$ cat config.mk
export PLATFORM = sky130hd
export DESIGN_NAME = param_jk_register
export DESIGN_NICKNAME = d
export VERILOG_FILES = /design/src/rtl/jk_pkg.sv /design/src/rtl/jk_cell.sv /design/src/rtl/param_jk_register.sv
export SDC_FILE = /design/constraint.sdc
export NUM_CORES = 1
export LEC_CHECK = 0
export ABC_AREA = 0
export CAP_MARGIN = 40
export CORE_UTILIZATION = 47
export DETAILED_ROUTE_END_ITERATION = 16
export GPL_ROUTABILITY_DRIVEN = 1
export PLACE_DENSITY = 0.82
export SLEW_MARGIN = 20
export SYNTH_ARGS = -nofsm -noshare
export SYNTH_HDL_FRONTEND = slang
export SYNTH_SLANG_ARGS = --single-unit
$ cat constraint.sdc
create_clock -name clk -period 4.81 [get_ports clk]
set_input_delay 0.7215 -clock clk [delete_from_list [all_inputs] [get_ports clk]]
set_output_delay 0.7215 -clock clk [all_outputs]
set_load 0.1 [all_outputs]
$ cat src/rtl/jk_pkg.sv
// Shared definitions for the parameterised JK register: mode encodings and
// the terminal-count helper used by the top level.
package jk_pkg;

    // Operation select encodings on the 2-bit mode port.
    localparam logic [1:0] MODE_JK   = 2'b00;
    localparam logic [1:0] MODE_LOAD = 2'b01;
    localparam logic [1:0] MODE_UP   = 2'b10;
    localparam logic [1:0] MODE_DOWN = 2'b11;

    // Widest register the block is intended to be built with.
    localparam int MAX_WIDTH = 32;

    // Terminal count: the next counting step would wrap the register.
    function automatic logic count_terminal(
        input logic [1:0] mode,
        input logic       all_ones,
        input logic       all_zero
    );
        return ((mode == MODE_UP)   && all_ones) ||
               ((mode == MODE_DOWN) && all_zero);
    endfunction

endpackage

$ cat src/rtl/jk_cell.sv
// Single-bit JK next-state function. Purely combinational; the flop lives in
// the parent so that all state sits in one clocked process.
module jk_cell (
    input  logic j,
    input  logic k,
    input  logic q,
    output logic q_next
);

    // Classic JK truth table: hold, clear, set, toggle.
    always_comb begin
        // NOTE: a default before the case keeps this purely combinational; a missed branch would otherwise infer a latch.
        q_next = q;
        case ({j, k})
            2'b00: q_next = q;
            2'b01: q_next = 1'b0;
            2'b10: q_next = 1'b1;
            2'b11: q_next = ~q;
        endcase
    end

endmodule

$ cat src/rtl/param_jk_register.sv
// Parameterised register of JK cells. Every mode is mapped onto per-bit J/K
// drives so the same cell array does JK, parallel load and up/down counting:
//   JK   : j/k from the ports
//   LOAD : j = d, k = ~d  (set where d=1, clear where d=0)
//   UP   : j = k = toggle chain over ones
//   DOWN : j = k = toggle chain over zeros
module param_jk_register
    import jk_pkg::*;
#(
    parameter int               WIDTH   = 8,
    parameter logic [WIDTH-1:0] RST_VAL = '0
) (
    input  logic             clk,
    input  logic             rst,
    input  logic             en,
    input  logic [1:0]       mode,
    input  logic [WIDTH-1:0] j,
    input  logic [WIDTH-1:0] k,
    input  logic [WIDTH-1:0] d,
    output logic [WIDTH-1:0] q,
    output logic             tc,
    output logic             chg
);

    logic [WIDTH-1:0] q_q;
    logic [WIDTH-1:0] q_d;
    logic             chg_q;
    logic             chg_d;

    logic [WIDTH-1:0] toggle;
    logic [WIDTH-1:0] cell_j;
    logic [WIDTH-1:0] cell_k;
    logic [WIDTH-1:0] cell_next;

    // Ripple toggle chain: bit i flips when every lower bit is 1 (up) or 0 (down).
    always_comb begin
        toggle    = '0;
        toggle[0] = 1'b1;
        for (int i = 1; i < WIDTH; i++) begin
            if (mode == MODE_DOWN) begin
                toggle[i] = toggle[i-1] & ~q_q[i-1];
            end else begin
                toggle[i] = toggle[i-1] & q_q[i-1];
            end
        end
    end

    // Map the selected operation onto per-bit J/K drives.
    always_comb begin
        cell_j = j;
        cell_k = k;
        case (mode)
            MODE_JK: begin
                cell_j = j;
                cell_k = k;
            end
            MODE_LOAD: begin
                cell_j = d;
                cell_k = ~d;
            end
            MODE_UP, MODE_DOWN: begin
                cell_j = toggle;
                cell_k = toggle;
            end
        endcase
    end

    // One JK cell per bit.
    for (genvar gi = 0; gi < WIDTH; gi++) begin : g_cell
        jk_cell u_cell (
            .j      (cell_j[gi]),
            .k      (cell_k[gi]),
            .q      (q_q[gi]),
            .q_next (cell_next[gi])
        );
    end

    // Next state: enable gates the update; chg flags any bit that will move.
    always_comb begin
        q_d   = q_q;
        chg_d = 1'b0;
        if (en) begin
            q_d = cell_next;
        end
        chg_d = (q_d != q_q);
    end

    // State register with asynchronous reset to RST_VAL.
    always_ff @(posedge clk or posedge rst) begin
        if (rst) begin
            q_q   <= RST_VAL;
            chg_q <= 1'b0;
        end else begin
            // NOTE: non-blocking assignments so every flop samples pre-edge values, independent of statement order.
            q_q   <= q_d;
            chg_q <= chg_d;
        end
    end

    assign q   = q_q;
    assign chg = chg_q;
    assign tc  = en && count_terminal(mode, &q_q, ~|q_q);

endmodule

==> impl_metrics.csv <==
group,metric,value,unit
cts,post_cts_buffers,0,
global_route,grt_usage,27.3,%
worst_setup_path,cp-startpoint,"mode[0]",
sta,setup_slack,1310,ps
layout,num-nets-final,206,
pwr,p_leak,0.609,nW
layout,final_cell_count_no_fill,203,
route,first_iter_violations,60,
sta,post-route-period-util,72.7,%
worst_setup_path,required,4090,ps
cts,cts_resized,0,
layout,multiInputGateArea,677,um2
layout,seqCellArea,225,um2
die,core_area,2000,um2
yosys,syn_nets,169,
die,die_w,48.7,um
worst_setup_path,reg2reg_to,"chg",
route,dr.pass1.iters,4,
yosys,synth_seq_area_share,22.0,%
pwr,p_per_area,526,nW/um2
route,vias,1201,
layout,final_layout_size_suffix_gt1_share,14.2,%
die,initial_core_util,51.2,%
route,antenna_left,0,
yosys,syn_avg_cell_area,7.32,um2
worst_setup_path,worstSetupPathType,"in -> out",
die,die_height,48.7,um
layout,post-route-util,75.6,%
sta,hold_violations,0,
sta,tns,0,ps
cts,cts_buffer_depth,2,
worst_setup_path,worstPathArrival,2780,ps
worst_setup_path,crit_path_cell_trace,"clkdlybuf4s50_1 > buf_4 > inv_2 > nand4_1 > or3_1 > a21oi_1 > buf_4",
worst_setup_path,crit_end,"tc",
die,fp-row-count,16,
cts,cts.reportedPaths.clkPinSlew,60,ps
yosys,synthArstFlopShare,100,%
route,viasPerCell,5.92,
placement,portBuffers,38,
worst_setup_path,crit_fanout,18,
yosys,synth-edff-count,0,
worst_setup_path,crit_path_start_kind,"input port",
layout,area_growth,47.7,%
yosys,synthCells,140,
layout,fillers,155,
die,dieArea,2370,um2
route,wl_per_cell,14.3,um
worst_setup_path,r2r_start,"q[1]",
worst_setup_path,cp_common_cell,"buf_4",
worst_setup_path,r2r_cells,6,
global_route,antenna_found_initial,0,
global_route,grt-ovfl-total,0,
flow_run,drv_cap,0,
cts,cts_root_buffer,"clkbuf_4",
worst_setup_path,worstSetupEndpointType,"primary output",
worst_setup_path,cp_slowest_cell,"clkdlybuf4s50_1",
route,wl,2910,um
cts,clkSinkCount,9,
sta,fmax,286,MHz
layout,fin_area,1510,um2
sta,setup_violations,0,
cts,cts_tree,"built",
yosys,ys_warn_count,0,
yosys,synth_cell_types,40,
yosys,ys_ff_latch,9,
cts,insertion_delay,280,ps
global_route,grt_max_degree,33,
worst_hold_path,min_path_type,"reg -> reg",
route,drc_errors,0,
pwr,vdd_drop_max,0.401,mV
cts,cts_buffers,3,
cts,htreeDepth,1,
sta,finalMaxSlewViolations,0,
cts,cts_hold_buf,0,
sta,grt_setup_unrepaired,"no",
global_route,grt_pass1_vias,1120,
yosys,syn-cell-area,1020,um2
yosys,ys.flop_type,"dfrtp_1",
sta,slew-limit-headroom,73.0,%
worst_setup_path,cpPeakStageDelay,600,ps
global_route,grt_pass1_wl,4990,um
placement,dp_slack,1340,ps
worst_setup_path,rrSetupSlack,2850,ps
sta,period_minus_slack,3500,ps
outcome,status,"completed",
die,io-pin-count,39,
placement,dpl.cell_count,199,
layout,num_antenna_cells,0,
sta,worstMarginPinSlew,404,ps
placement,dpl_cell_area,1490,um2
sta,finClkSkew,12.6,ps
placement,place.gp.congestion,0.813,
placement,hpwl,2300,um
[cells in the mapped netlist (3+ instances only)]
cell	n	share of area, %
nand2_1	7	2.6
a31oi_1	4	2.4
nor2b_1	4	2.4
mux2_2	3	3.3
nor3_1	6	2.9
buf_4	9	6.6
o21ai_0	14	6.8
nor2_1	16	5.9
dfrtp_1	9	22
mux2i_1	6	5.9
inv_1	5	1.8
clkbuf_1	5	1.8
a21oi_1	13	6.3
a21o_1	3	2.2
and2_1	3	1.8
[power by group]
part / leakage, nW / switching (mW) / internal [mW] / total, mW
clock network: 0.0177 / 0.0316 / 0.0308 / 0.0624
logic: 0.485 / 0.341 / 0.219 / 0.560
registers: 0.106 / 0.0694 / 0.105 / 0.174
total: 0.609 / 0.442 / 0.354 / 0.797
[cell type report]
type / instances / share of cell area (%)
clock inverter: 1 / 0.331
inverter: 6 / 1.49
clock buffer: 3 / 1.49
tap: 27 / 2.23
sequential: 9 / 14.9
timing repair buffer: 49 / 34.9
multi-input combinational: 108 / 44.7
[worst min path at each step]
| stage | from | to | cells after the start | slack (ps) |
|---|---|---|---|---|
| 5_1_grt | q[6] | q[6] | 1 | 700 |
| 3_3_place_gp | q[6] | q[6] | 1 | 610 |
| 3_5_place_dp | q[6] | q[6] | 1 | 650 |
| 4_1_cts | q[6] | q[6] | 1 | 660 |
| 2_1_floorplan | q[6] | q[6] | 1 | 530 |
| 6_report | q[3] | q[3] | 2 | 680 |
[cell usage in the layout (no fill, tap or decap), types with 2 or more instances in the layout]
| cell | Yosys | routed |
|---|---|---|
| or3_1 | 2 | 2 |
| nand3_1 | 2 | 2 |
| clkbuf_4 | 0 | 3 |
| and2_1 | 3 | 3 |
| a211oi_1 | 2 | 2 |
| a31oi_1 | 4 | 4 |
| xnor2_1 | 2 | 2 |
| buf_4 | 9 | 3 |
| o21ai_1 | 2 | 2 |
| o21ai_0 | 14 | 14 |
| buf_8 | 0 | 9 |
| mux2i_1 | 6 | 6 |
| dfrtp_1 | 9 | 9 |
| a21o_1 | 3 | 3 |
| inv_1 | 5 | 5 |
| mux2_2 | 3 | 3 |
| a21oi_1 | 13 | 13 |
| clkdlybuf4s50_1 | 0 | 37 |
| o22ai_1 | 2 | 2 |
| nor2b_1 | 4 | 4 |
| nand2b_1 | 2 | 2 |
| nor3_1 | 6 | 6 |
| nor2_1 | 16 | 16 |
| nand2_1 | 7 | 7 |
[worst max-delay path, delay by kind of cell]
kind,cells,cell delay [ps]
simple gates,2,510
compound gates,1,170
buf+inv,4,1370
[through the flow]
| stage | total power [mW] | hold WS, ps |
|---|---|---|
| after floorplan | 0.548 | 531 |
| after global placement | 0.620 | 606 |
| after detailed placement | 0.732 | 654 |
| after CTS | 0.793 | 662 |
| after global routing | 0.832 | 698 |
| final | 0.797 | 676 |
[cell families after synthesis]
logic type / share of synthesized area (%)
flip-flops: 22.0
buffers and inverters: 12.0
multiplexers: 10.5
AND/OR/NAND/NOR: 26.1
XOR/XNOR: 1.71
AO/OA/AOI/OAI: 27.7
[flip-flops by register name (all words and copies together) (netlist names)]
| name | count |
|---|---|
| chg | 1 |
| q | 8 |
[metal layers]
layer	share of wire, %	GRT usage, %	up-vias	wire length, um
met5	0	0	-	0
met4	2.4	11.3	0	70
met3	7.3	2.83	7	213
met2	49	46.3	71	1420
met1	41	35.0	553	1210
li1	-	-	570	-
Note: power is estimated with default switching activity, not from simulation.
